### config.mk
export PLATFORM = sky130hd
export DESIGN_NAME = axi_ifetch_responder_flat
export DESIGN_NICKNAME = d
export VERILOG_FILES = /design/src/rtl/axi_pkg.sv /design/src/rtl/axi_ifetch_responder_if.sv /design/src/rtl/ifetch_addr_check.sv /design/src/rtl/axi_ifetch_responder.sv /design/src/flat_wrapper.sv
export SDC_FILE = /design/constraint.sdc
export NUM_CORES = 1
export LEC_CHECK = 0
export CAP_MARGIN = 5
export CORE_MARGIN = 1
export CORE_UTILIZATION = 47
export CTS_BUF_LIST = sky130_fd_sc_hd__clkbuf_8
export DETAILED_ROUTE_END_ITERATION = 10
export PLACE_DENSITY = 0.9
export SLEW_MARGIN = 20
export SYNTH_ARGS = -nofsm -noshare
export SYNTH_HDL_FRONTEND = slang
export SYNTH_HIERARCHICAL = 1
export SYNTH_SLANG_ARGS = --single-unit
### constraint.sdc
create_clock -name clk -period 2.4 [get_ports clk]
set_input_delay 0.24 -clock clk [delete_from_list [all_inputs] [get_ports clk]]
set_output_delay 0.24 -clock clk [all_outputs]
set_load 0.05 [all_outputs]
### src/rtl/axi_pkg.sv
// Shared AXI-lite definitions for the fetch and data responders:
// response codes, the responder FSM states and the default pmem window.
package axi_pkg;

    localparam logic RESP_OKAY = 1'b0;
    localparam logic RESP_ERR  = 1'b1;

    // pmem map used by the core; responders default to this window
    localparam logic [31:0] PMEM_BASE = 32'h8000_0000;
    localparam logic [31:0] PMEM_SIZE = 32'h0800_0000;

    typedef enum logic [1:0] {
        IDLE,
        WAIT,
        READ,
        RESP
    } rsp_state_e;

endpackage

### src/rtl/axi_ifetch_responder_if.sv
// AR/R channel bundle between the fetch initiator and the responder.
interface axi_ifetch_responder_if #(
    parameter int ADDR_W = 32,
    parameter int DATA_W = 32
);
    logic              araddr_valid;
    logic              araddr_ready;
    logic [ADDR_W-1:0] araddr_bits_addr;
    logic              raddr_valid;
    logic              raddr_ready;
    logic [DATA_W-1:0] raddr_bits_data;
    logic              raddr_bits_resp;

    modport master (
        output araddr_valid, araddr_bits_addr, raddr_ready,
        input  araddr_ready, raddr_valid, raddr_bits_data, raddr_bits_resp
    );

    modport slave (
        input  araddr_valid, araddr_bits_addr, raddr_ready,
        output araddr_ready, raddr_valid, raddr_bits_data, raddr_bits_resp
    );
endinterface

### src/rtl/ifetch_addr_check.sv
// Combinational window and alignment check for a word access; also
// produces the word index relative to BASE.
module ifetch_addr_check #(
    parameter int                ADDR_W = 32,
    parameter int                MEM_AW = 25,
    parameter logic [ADDR_W-1:0] BASE   = 32'h8000_0000,
    parameter logic [ADDR_W-1:0] SIZE   = 32'h0800_0000
) (
    input  logic [ADDR_W-1:0] addr,
    output logic              err,
    output logic [MEM_AW-1:0] idx
);
    // one extra bit so BASE + SIZE at the top of the address space cannot wrap
    logic [ADDR_W:0] a_ext, lo, hi;

    assign a_ext = {1'b0, addr};
    assign lo    = {1'b0, BASE};
    assign hi    = {1'b0, BASE} + {1'b0, SIZE};
    assign err   = (addr[1:0] != 2'b00) || (a_ext < lo) || (a_ext >= hi);
    assign idx   = MEM_AW'((addr - BASE) >> 2);
endmodule

### src/rtl/axi_ifetch_responder.sv
// Single-outstanding AXI-lite read responder for instruction fetch.
// Accepts one address, waits LATENCY cycles, reads one SRAM word and
// returns it on R; out-of-window or misaligned requests answer ERROR
// without touching the SRAM.
module axi_ifetch_responder
    import axi_pkg::*;
#(
    parameter int                ADDR_W  = 32,
    parameter int                DATA_W  = 32,
    parameter logic [ADDR_W-1:0] BASE    = PMEM_BASE,
    parameter logic [ADDR_W-1:0] SIZE    = PMEM_SIZE,
    parameter int                LATENCY = 2,
    parameter int                MEM_AW  = 25
) (
    input  logic                  clk,
    input  logic                  rst,
    axi_ifetch_responder_if.slave io_AXI,
    output logic                  mem_ren,
    output logic [MEM_AW-1:0]     mem_addr,
    input  logic [DATA_W-1:0]     mem_rdata,
    output logic [31:0]           resp_cnt
);
    rsp_state_e        state, state_nx;
    logic [3:0]        cnt, cnt_nx;
    logic              arready_q;
    logic              ar_hs;
    logic              chk_err;
    logic [MEM_AW-1:0] chk_idx;
    logic [MEM_AW-1:0] mem_addr_q;
    logic [DATA_W-1:0] rdata_q;
    logic              resp_q;
    logic              cap_q;
    logic [31:0]       resp_cnt_q;

    ifetch_addr_check #(
        .ADDR_W(ADDR_W), .MEM_AW(MEM_AW), .BASE(BASE), .SIZE(SIZE)
    ) u_chk (
        .addr(io_AXI.araddr_bits_addr),
        .err (chk_err),
        .idx (chk_idx)
    );

    assign ar_hs = io_AXI.araddr_valid && arready_q;

    // next-state and wait counter
    always_comb begin
        state_nx = state;
        cnt_nx   = cnt;
        case (state)
            IDLE: if (ar_hs) begin
                if (chk_err)           state_nx = RESP;
                else if (LATENCY == 0) state_nx = READ;
                else begin
                    state_nx = WAIT;
                    cnt_nx   = 4'(LATENCY - 1);
                end
            end
            WAIT: if (cnt == 4'd0) state_nx = READ;
                  else             cnt_nx   = cnt - 4'd1;
            READ: state_nx = RESP;
            RESP: if (io_AXI.raddr_ready) state_nx = IDLE;
            default: state_nx = IDLE;
        endcase
    end

    // state, counter and registered arready (high exactly while IDLE)
    always_ff @(posedge clk or negedge rst) begin
        if (!rst) begin
            state     <= IDLE;
            cnt       <= 4'd0;
            arready_q <= 1'b0;
        end else begin
            state     <= state_nx;
            cnt       <= cnt_nx;
            arready_q <= (state_nx == IDLE);
        end
    end

    // request latch, response capture and completion counter
    always_ff @(posedge clk or negedge rst) begin
        if (!rst) begin
            mem_addr_q <= '0;
            rdata_q    <= '0;
            resp_q     <= RESP_OKAY;
            cap_q      <= 1'b0;
            resp_cnt_q <= '0;
        end else begin
            cap_q <= (state == READ);
            if (ar_hs) begin
                if (chk_err) begin
                    rdata_q <= '0;
                    resp_q  <= RESP_ERR;
                end else begin
                    mem_addr_q <= chk_idx;
                end
            end
            if (state == READ) resp_q  <= RESP_OKAY;
            if (cap_q)         rdata_q <= mem_rdata;
            if (state == RESP && io_AXI.raddr_ready) resp_cnt_q <= resp_cnt_q + 32'd1;
        end
    end

    // SRAM data arrives in the first RESP cycle: forward it then, and
    // present the captured copy for the rest of the beat
    always_comb begin
        io_AXI.raddr_bits_data = cap_q ? mem_rdata : rdata_q;
    end

    assign io_AXI.araddr_ready    = arready_q;
    assign io_AXI.raddr_valid     = (state == RESP);
    assign io_AXI.raddr_bits_resp = resp_q;
    assign mem_ren                = (state == READ);
    assign mem_addr               = mem_addr_q;
    assign resp_cnt               = resp_cnt_q;
endmodule

### src/flat_wrapper.sv
// flat-port wrapper written by rule: the top's interface ports become plain ports
module axi_ifetch_responder_flat import axi_pkg::*;
#(
    parameter int                ADDR_W  = 32,
    parameter int                DATA_W  = 32,
    parameter logic [ADDR_W-1:0] BASE    = PMEM_BASE,
    parameter logic [ADDR_W-1:0] SIZE    = PMEM_SIZE,
    parameter int                LATENCY = 2,
    parameter int                MEM_AW  = 25
)
  (clk, rst, mem_ren, mem_addr, mem_rdata, resp_cnt, io_AXI_araddr_valid, io_AXI_araddr_bits_addr, io_AXI_raddr_ready, io_AXI_araddr_ready, io_AXI_raddr_valid, io_AXI_raddr_bits_data, io_AXI_raddr_bits_resp);
  axi_ifetch_responder_if #(.ADDR_W(ADDR_W), .DATA_W(DATA_W)) io_AXI_i ();
  input  logic clk;
  input  logic rst;
  output logic mem_ren;
  output logic [MEM_AW-1:0] mem_addr;
  input  logic [DATA_W-1:0] mem_rdata;
  output logic [31:0] resp_cnt;
  input wire logic [$bits(io_AXI_i.araddr_valid)-1:0] io_AXI_araddr_valid;
  input wire logic [$bits(io_AXI_i.araddr_bits_addr)-1:0] io_AXI_araddr_bits_addr;
  input wire logic [$bits(io_AXI_i.raddr_ready)-1:0] io_AXI_raddr_ready;
  output wire logic [$bits(io_AXI_i.araddr_ready)-1:0] io_AXI_araddr_ready;
  output wire logic [$bits(io_AXI_i.raddr_valid)-1:0] io_AXI_raddr_valid;
  output wire logic [$bits(io_AXI_i.raddr_bits_data)-1:0] io_AXI_raddr_bits_data;
  output wire logic [$bits(io_AXI_i.raddr_bits_resp)-1:0] io_AXI_raddr_bits_resp;
  assign io_AXI_i.araddr_valid = io_AXI_araddr_valid;
  assign io_AXI_i.araddr_bits_addr = io_AXI_araddr_bits_addr;
  assign io_AXI_i.raddr_ready = io_AXI_raddr_ready;
  assign io_AXI_araddr_ready = io_AXI_i.araddr_ready;
  assign io_AXI_raddr_valid = io_AXI_i.raddr_valid;
  assign io_AXI_raddr_bits_data = io_AXI_i.raddr_bits_data;
  assign io_AXI_raddr_bits_resp = io_AXI_i.raddr_bits_resp;
  axi_ifetch_responder #(.ADDR_W(ADDR_W), .DATA_W(DATA_W), .BASE(BASE), .SIZE(SIZE), .LATENCY(LATENCY), .MEM_AW(MEM_AW)) u_core (.clk(clk), .rst(rst), .io_AXI(io_AXI_i), .mem_ren(mem_ren), .mem_addr(mem_addr), .mem_rdata(mem_rdata), .resp_cnt(resp_cnt));
endmodule
* Word level (Yosys, flattened, before mapping)
Cells that the tools add are included. W data, S select, Z words.
Word-level totals: bits in registers 98, bits of input ports 68
Operators by class: reduce and logical (&&, ||, !) cells 17, muxes and demuxes 16, add/subtract/negate cells 3, bitwise logic cells 1, $lt $le $gt $ge 2, equality and inequality tests 6
Operators by type and width (number):
- $mux W32 | 4
- $add A32 B1 Y32 const B | 1
- $ge A32 B32 Y1 const B | 1
- $lt A32 B32 Y1 const B | 1
- $sub A27 B1 Y27 const B | 1
- $mux W4 | 3
- $reduce_bool A2 Y1 | 6
- $mux W2 | 4
- $pmux W2 S4 | 1
- $pmux W4 S2 | 1
- $reduce_and A2 Y1 | 3
- $eq A2 B2 Y1 const B | 2
- $logic_not A2 Y1 | 2
- $logic_not A4 Y1 | 1
- $ne A2 B2 Y1 const B | 2
- $reduce_and A4 Y1 | 1
- $sub A4 B1 Y4 const B | 1
- $mux W1 | 3
- $eq A2 B1 Y1 const B | 1
- $logic_and A1 B1 Y1 | 2
- $logic_or A1 B1 Y1 | 2
- $ne A2 B1 Y1 const B | 1
- $not A1 Y1 | 1

* Logic depth before layout (Yosys ltp)
Gate-level depths: netlist (run 1).
depth after elaboration 7, depth in mapped cells 7

* By module
The synthesis (run 1) kept the hierarchy.
Modules (own cells, without submodules):
- axi_ifetch_responder | cells each 408, area an instance 4374.2 um^2, seq. area each 2452.4 um^2, instances 1
- ifetch_addr_check | cells each 28, area an instance 202.7 um^2, seq. area each 0.0 um^2, instances 1

* Least setup slack after synthesis (run 1)
OpenSTA, ideal clock, no wires.
path type register -> output, from register u_core.cap_q, to output io_AXI_raddr_bits_data[0], path buffers 3, required time 2160 ps, cell stages (with the launch flop) 5, data arrival time 1989 ps, setup slack 171 ps, path through dfrtp_1 > clkbuf_1 > clkbuf_1 > clkbuf_1 > o21ai_0
On the way: cells in the longest elaborated chain, start to end 1
Ends and longest elaborated chain:
- start, declared | RTL line axi_ifetch_responder.sv:32 | logic cap_q;
- start signal, assigned | RTL line axi_ifetch_responder.sv:88 | cap_q <= (state == READ);
- $mux W32 | RTL line axi_ifetch_responder.sv:106 | io_AXI.raddr_bits_data = cap_q ? mem_rdata : rdata_q;
- end, declared | RTL line flat_wrapper.sv:24 | output wire logic [$bits(io_AXI_i.raddr_bits_data)-1:0] io_AXI_raddr_bits_data;
Every way passes these cells.

* Final worst setup path (run 1)
from register u_core.cap_q, to output io_AXI_raddr_bits_data[22]
Same word-level chain as after synthesis.

==> results of run 1 <==
-- stage by stage --
step                      utilization [%]  instances  total power [W]  setup slack, ps
after floorplan                         -        436         0.004455            170.7
after global placement              64.92        685         0.005388            427.5
after detailed placement            64.92        685         0.005466            400.1
after CTS                           66.88        701         0.006449            118.2
after global routing                66.92        701         0.006746            3.374
final                               66.92        701         0.006395            145.9
-- kinds of logic (layout without fill, tap and decap cells) --
group / Yosys count / in the layout / share of synthesized area [%]
AO/OA/AOI/OAI: 75 / 75 / 10.17
AND/OR/NAND/NOR: 120 / 120 / 14.16
flip-flops: 98 / 98 / 53.58
buffers and inverters: 84 / 220 / 9.185
multiplexers: 25 / 25 / 6.151
adder cells (fa/ha/maj): 3 / 3 / 0.8202
XOR/XNOR: 31 / 31 / 5.932
-- report_power, final --
part           switching (W)  leakage, nW  total [W]  internal, W
Clock               0.000579       0.0840   0.000963     0.000384
Sequential          0.000238         1.32    0.00225      0.00201
Combinational        0.00217         1.44    0.00318      0.00101
-- flip-flops by register name (all words and copies together) (netlist names) --
register	count
u_core/cap_q	1
u_core/io_AXI.araddr_ready	1
u_core/state	2
u_core/mem_addr	25
u_core/resp_cnt	32
u_core/cnt	4
u_core/rdata_q	32
u_core/io_AXI.raddr_bits_resp	1
-- critical path: cells and delay by family, from the launching register on --
kind	cells	cell delay, ps
compound gates	1	110
buf+inv	1	840
flops	1	590
simple gates	1	120
-- what timing repair did --
item,in CTS,in global routing
hold buffers,1,0
setup endpoints to repair,0,15
hold endpoints to repair,43,0
resized for setup,0,1
-- layer usage --
metal  share of wire (%)  routed length (µm)  vias up  track usage, %
met5                   0                   0        -               0
met4                 3.0                 307        0           9.699
met3                 5.1                 524       26           3.259
met2                  50                5171      119           34.72
met1                  42                4326     1742           25.71
li1                    -                   -     1722               -
-- cell usage in the layout, fill, tap and decap left out, types with 2 or more instances in the layout --
| cell | netlist | layout |
|---|---|---|
| xor2_1 | 14 | 14 |
| inv_6 | 0 | 2 |
| nor3_1 | 7 | 7 |
| a21oi_1 | 3 | 3 |
| nand3_1 | 7 | 7 |
| xnor2_1 | 17 | 17 |
| and3_1 | 8 | 8 |
| buf_4 | 25 | 30 |
| clkdlybuf4s50_1 | 0 | 134 |
| nor4_2 | 4 | 4 |
| o31ai_1 | 32 | 32 |
| and4_1 | 3 | 3 |
| a21o_1 | 2 | 2 |
| nand2_1 | 57 | 57 |
| nor4_4 | 2 | 2 |
| dfrtp_1 | 98 | 97 |
| clkbuf_8 | 0 | 9 |
| nor4_1 | 3 | 3 |
| o21ai_0 | 35 | 35 |
| mux2_2 | 25 | 25 |
| a31oi_1 | 2 | 2 |
| nor2_1 | 9 | 9 |
| nand4_1 | 11 | 11 |
| clkinvlp_4 | 0 | 2 |
| ha_1 | 3 | 3 |
| inv_1 | 38 | 38 |
-- cell type report --
class,instances,area share [%]
Timing Repair Buffer,167,25.76
Clock inverter,6,0.7817
Sequential cell,98,39.31
Tap cell,129,2.586
Clock buffer,9,1.984
Multi-Input combinational cell,254,27.30
Inverter,38,2.285
-- path summary, 6_finish.rpt --
check / slack, ps / to / cells past startpoint
hold reg to reg: 490 / u_core/resp_cnt[31] / 1
max in group asynchronous: 1340 / u_core/rdata_q[15] / 3
setup / recovery: 150 / io_AXI_raddr_bits_data[22] / 3
setup reg to reg: 420 / u_core/resp_cnt[29] / 4
hold / removal: 410 / u_core/resp_cnt[26] / 2
min in group clk: 450 / u_core/rdata_q[7] / 3
==> qor.yml, run 1 <==
status: "complete, no violations"
finalCriticalPeriod_ps: 2254
finish.net_count: 639
min_period_over_period_pct: 93.92
worst_slew_pin_slew_ps: 785.5
critPathRequiredTime_ps: 2160
cts_made_buffers: 9
yosys-top-cells-count: "dfrtp_1, nand2_1, inv_1"
fin_worst_hold_slack_ps: 411.6
yosys_warn_count: 6
ys_async_sr_fraction_pct: 100.0
synth_edf_count: 0
final_wirelength_um: 10330
synth.area.top_cells: "dfrtp_1, mux2_2, o31ai_1"
ys_types: 37
global_route.overflow_total: 0
share_of_layout_cells_above_drive_strength_1_pct: 14.34
detailroute.via_count: 3609
cellPowerDensity_nw_per_um2: 1024
cp-end-kind: "primary output"
max-cap-violations: 0
global_route.usage.total_pct: 20.47
final-max-slew-violation-count: 0
finalHoldViolCount: 0
skew_ps: 10.87
grt_first_pass_wirelength_um: 16100
htree_num_levels: 3
final-seq-area_um2: 2454
netlist_instances: 436
die_x_um: 100.7
yosys.area.top_type: "dfrtp_1"
floorplan.die_area_um2: 10140
antenna_cells_inserted: 0
criticalPathCategory: "register to primary output"
ir_worst_vdd_uv: 810.0
post_cts_setup_repair_bufs: 0
clock_transition_time_at_the_flip_flop_clock_pins_of_the_worst_setup_and_hold_paths_ps: 100
initial_core_util_pct: 49.07
worst_path_max_delay_cell: "clkdlybuf4s50_1"
crit_start: "u_core/cap_q"
yosysSeqAreaShare_pct: 53.58
footprint_of_the_multi_input_gates_um2: 1704
detail_route.iter0.violations: 110
regToRegStartpoint: "u_core/resp_cnt[3]"
area_growth_pct: 36.39
place.port_buffers: 160
postSynth.topFlopCell: "dfrtp_1"
route.antenna.remaining_nets: 0
syn-mean-instance-area_um2: 10.50
finish.instance_area_um2: 6242
critical_path.startpoint_type: "register"
placed_cell_area_um2: 6056
critical-path-max-stage-delay_ps: 840
avgRoutedWirePerCell_um: 14.74
grt_setup_unrepaired: "false"
min_path_type: "input port to async pin"
postSynthRegisterBits: 98
first_global_vias: 3413
site_row_count: 35
die_y_um: 100.7
place.gp.congestion: 0.8215
worst_ep_arrival_time_ps: 2010
tritoncts: "yes"
dp_hpwl_um: 7723
grt_antenna_before_repair: 0
cts.root.buffer_cell: "clkbuf_8"
dominant_cell_by_count_in_the_synthesized_netlist: "dfrtp_1"
clock_latency_ps: 360
yosys.area.top_type_share_pct: 53.58
clock_path_buffers: 2
synth_nets: 507
numClockSinks: 98
placeableCoreArea_um2: 9328
maxClockFrequency_ghz: 0.4436
route.detailed.drc: 0
grt_start_max_net_pins: 74
io_pins: 161
leakage_nw: 2.843
netlist_area_um2: 4577
timing.slew.headroom_pct: 47.52
detail_route.vias_per_cell: 5.148
total_negative_setup_slacks_ps: 0
setup_viol: 0
drt_pass1_iterations: 4
cp_cell_sequence: "nand2_1 -> o21ai_0 -> clkdlybuf4s50_1"
nFillCells: 730
critPathMaxFanout: 24
No activity file was read; power rests on OpenSTA's default activity.
==> run 2: changes to the inputs <==
Settings changed: GPL_TIMING_DRIVEN set to 0, PLACE_DENSITY 0.9 to 0.81.
==> qor.yml, run 2 (synthesized netlist as in run 1, its figures left out) <==
global_route.overflow_total: 0  # unchanged
finalHoldViolCount: 0  # unchanged
place.gp.congestion: 0.8173  # -0.51%
cellPowerDensity_nw_per_um2: 1025  # about the same
final-max-slew-violation-count: 0  # unchanged
minimum_setup_slack_after_placement_ps: -242.1  # -642.2 ps
ir_worst_vdd_uv: 757.0  # -6.5%
critical_path.startpoint_type: "register"
cp-end-kind: "primary output"
critPathRequiredTime_ps: 2160  # about the same
crit_family: "buffers and inverters"
min_path_type: "input port to register"
io_pins: 161  # unchanged
grt_setup_unrepaired: "false"
setup_viol: 0  # unchanged
avgRoutedWirePerCell_um: 14.67  # -0.42%
clock_transition_time_at_the_flip_flop_clock_pins_of_the_worst_setup_and_hold_paths_ps: 90  # about the same
antenna_cells_inserted: 0  # unchanged
min_period_over_period_pct: 93.91  # about the same
route.detailed.drc: 0  # unchanged
detail_route.iter0.violations: 132  # +20%
cts_made_buffers: 9  # unchanged
dp_hpwl_um: 7947  # +2.9%
cts.root.buffer_cell: "clkbuf_8"
final_wirelength_um: 10520  # +1.8%
die_x_um: 100.7  # unchanged
fin_worst_hold_slack_ps: 110.0  # -301.5 ps
finalCoreUtilization_pct: 67.34  # +0.42 points
grt_start_max_net_pins: 67  # -9.5%
global_route.usage.total_pct: 21.84  # +1.4 points
placeableCoreArea_um2: 9328  # unchanged
total_negative_setup_slacks_ps: 0  # unchanged
drt_pass1_iterations: 4  # unchanged
worst_slew_pin_slew_ps: 1060  # +274.0 ps
area_growth_pct: 37.23
criticalPathCategory: "register to primary output"
critical-path-max-stage-delay_ps: 540  # -300 ps
initial_core_util_pct: 49.07  # unchanged
max-cap-violations: 0  # unchanged
route.antenna.remaining_nets: 0  # unchanged
worstHoldPathCells: 2
nFillCells: 757  # +3.7%
worst_ep_arrival_time_ps: 2010  # about the same
place.port_buffers: 135  # -16%
detail_route.vias_per_cell: 5.156  # +0.15%
first_global_vias: 3732  # +9.3%
clock_latency_ps: 360  # about the same
finalCriticalPeriod_ps: 2254  # -0.2310 ps
grt_antenna_before_repair: 0  # unchanged
layout_common_cells: "clkdlybuf4s50_1, dfrtp_1, nand2_1, inv_1, o21ai_0"
leakage_nw: 2.924  # +2.8%
worst_path_max_delay_cell: "dlygate4sd1_1"
cp_cell_sequence: "clkbuf_1 -> buf_2 -> clkbuf_2 -> o21ai_0 -> dlygate4sd1_1"
detailroute.via_count: 3697  # +2.4%
worst_r2r_path_depth: 4  # unchanged
grt_first_pass_wirelength_um: 17390  # +8.1%
site_row_count: 35  # unchanged
worst-path-stages: 5  # +2
maxClockFrequency_ghz: 0.4437  # about the same
clock_path_buffers: 2  # unchanged
timing.slew.headroom_pct: 28.77  # -19 points
share_of_layout_cells_above_drive_strength_1_pct: 19.22  # +4.9 points
skew_ps: 9.777  # -1.091 ps
finish.net_count: 655  # +2.5%
tritoncts: "yes"
layout_setup_ws_ps: 146.1  # +0.2310 ps
critPathMaxFanout: 10  # -58%
status: "complete, no violations"
numClockSinks: 98  # unchanged
floorplan.die_area_um2: 10140  # unchanged
final_common_cell: "clkdlybuf4s50_1"
timing.critical_path.buf_inv: 4  # +3
die_y_um: 100.7  # unchanged
total_power_w: 0.006440  # +0.71%
htree_num_levels: 3  # unchanged
## run 2: cell count changes in the layout (fill, tap and decap cells not counted), moves of 2 or more
cell             before  now
clkdlybuf4s50_1     134  101
clkdlybuf4s15_2       0   11
inv_6                 2    0
clkbuf_2              0    4
buf_2                 0   16
buf_4                30   25
dlygate4sd2_1         0    2
clkdlybuf4s18_2       0    6
clkbuf_1              0   11
## run 2: final cells by class
cell class                      instances  area, µm²  share of cell area (%)
Timing Repair Buffer                  137       1343                   21.37
Multi-Input combinational cell        254       1704                   27.13
Clock buffer                           10      137.6                   2.191
Inverter                               38      142.6                   2.271
Sequential cell                        98       2452                   39.04
Clock inverter                          5      56.30                  0.8964
Buffer                                 46      284.0                   4.522
Tap cell                              129      161.4                   2.570
## run 2: power by group
| group | total, W | internal, W | switching [W] |
|---|---|---|---|
| logic | 0.00321 | 0.000945 | 0.00227 |
| registers | 0.00219 | 0.00201 | 0.000174 |
| clock network | 0.00104 | 0.000501 | 0.000541 |
| total | 0.00644 | 0.00346 | 0.00298 |
## run 2: layer usage
metal  GRT usage (%)  routed length (µm)
met3           4.022                 557
met2           36.35                5218
met1           27.52                4473
met4           10.70                 272
met5               0                   0
## run 2: worst reg2reg max path: cells and delay by family, from the launching register on
kind	cells	cell delay (ps)
DFF	1	470
and+or+nand+nor	3	1370
xor gates and xnor gates	1	180
## run 2: through the flow
step                      cells  instance area [µm²]
after floorplan             436                 4577
after global placement      700                 6090
after detailed placement    701                 6118
after CTS                   717                 6357
after global routing        717                 6281
final                       717                 6281
## run 2: final timing paths
path                                             start                          to  slack, ps
setup / recovery                          u_core/cap_q  io_AXI_raddr_bits_data[31]        150
hold / removal             io_AXI_araddr_bits_addr[10]          u_core/mem_addr[8]        110
setup reg to reg                    u_core/resp_cnt[3]         u_core/resp_cnt[28]        280
hold reg to reg                    u_core/resp_cnt[31]         u_core/resp_cnt[31]        490
max in group asynchronous                          rst         u_core/mem_addr[11]       1410
min in group asynchronous                          rst         u_core/mem_addr[24]        370
## run 2: repair_timing
action | CTS | global route
endpoints found under the setup margin | 32 | 27
hold endpoints to repair | 32 | 0
buffers inserted | 0 | 0
hold buffers | 1 | 0
resized for setup | 120 | 37
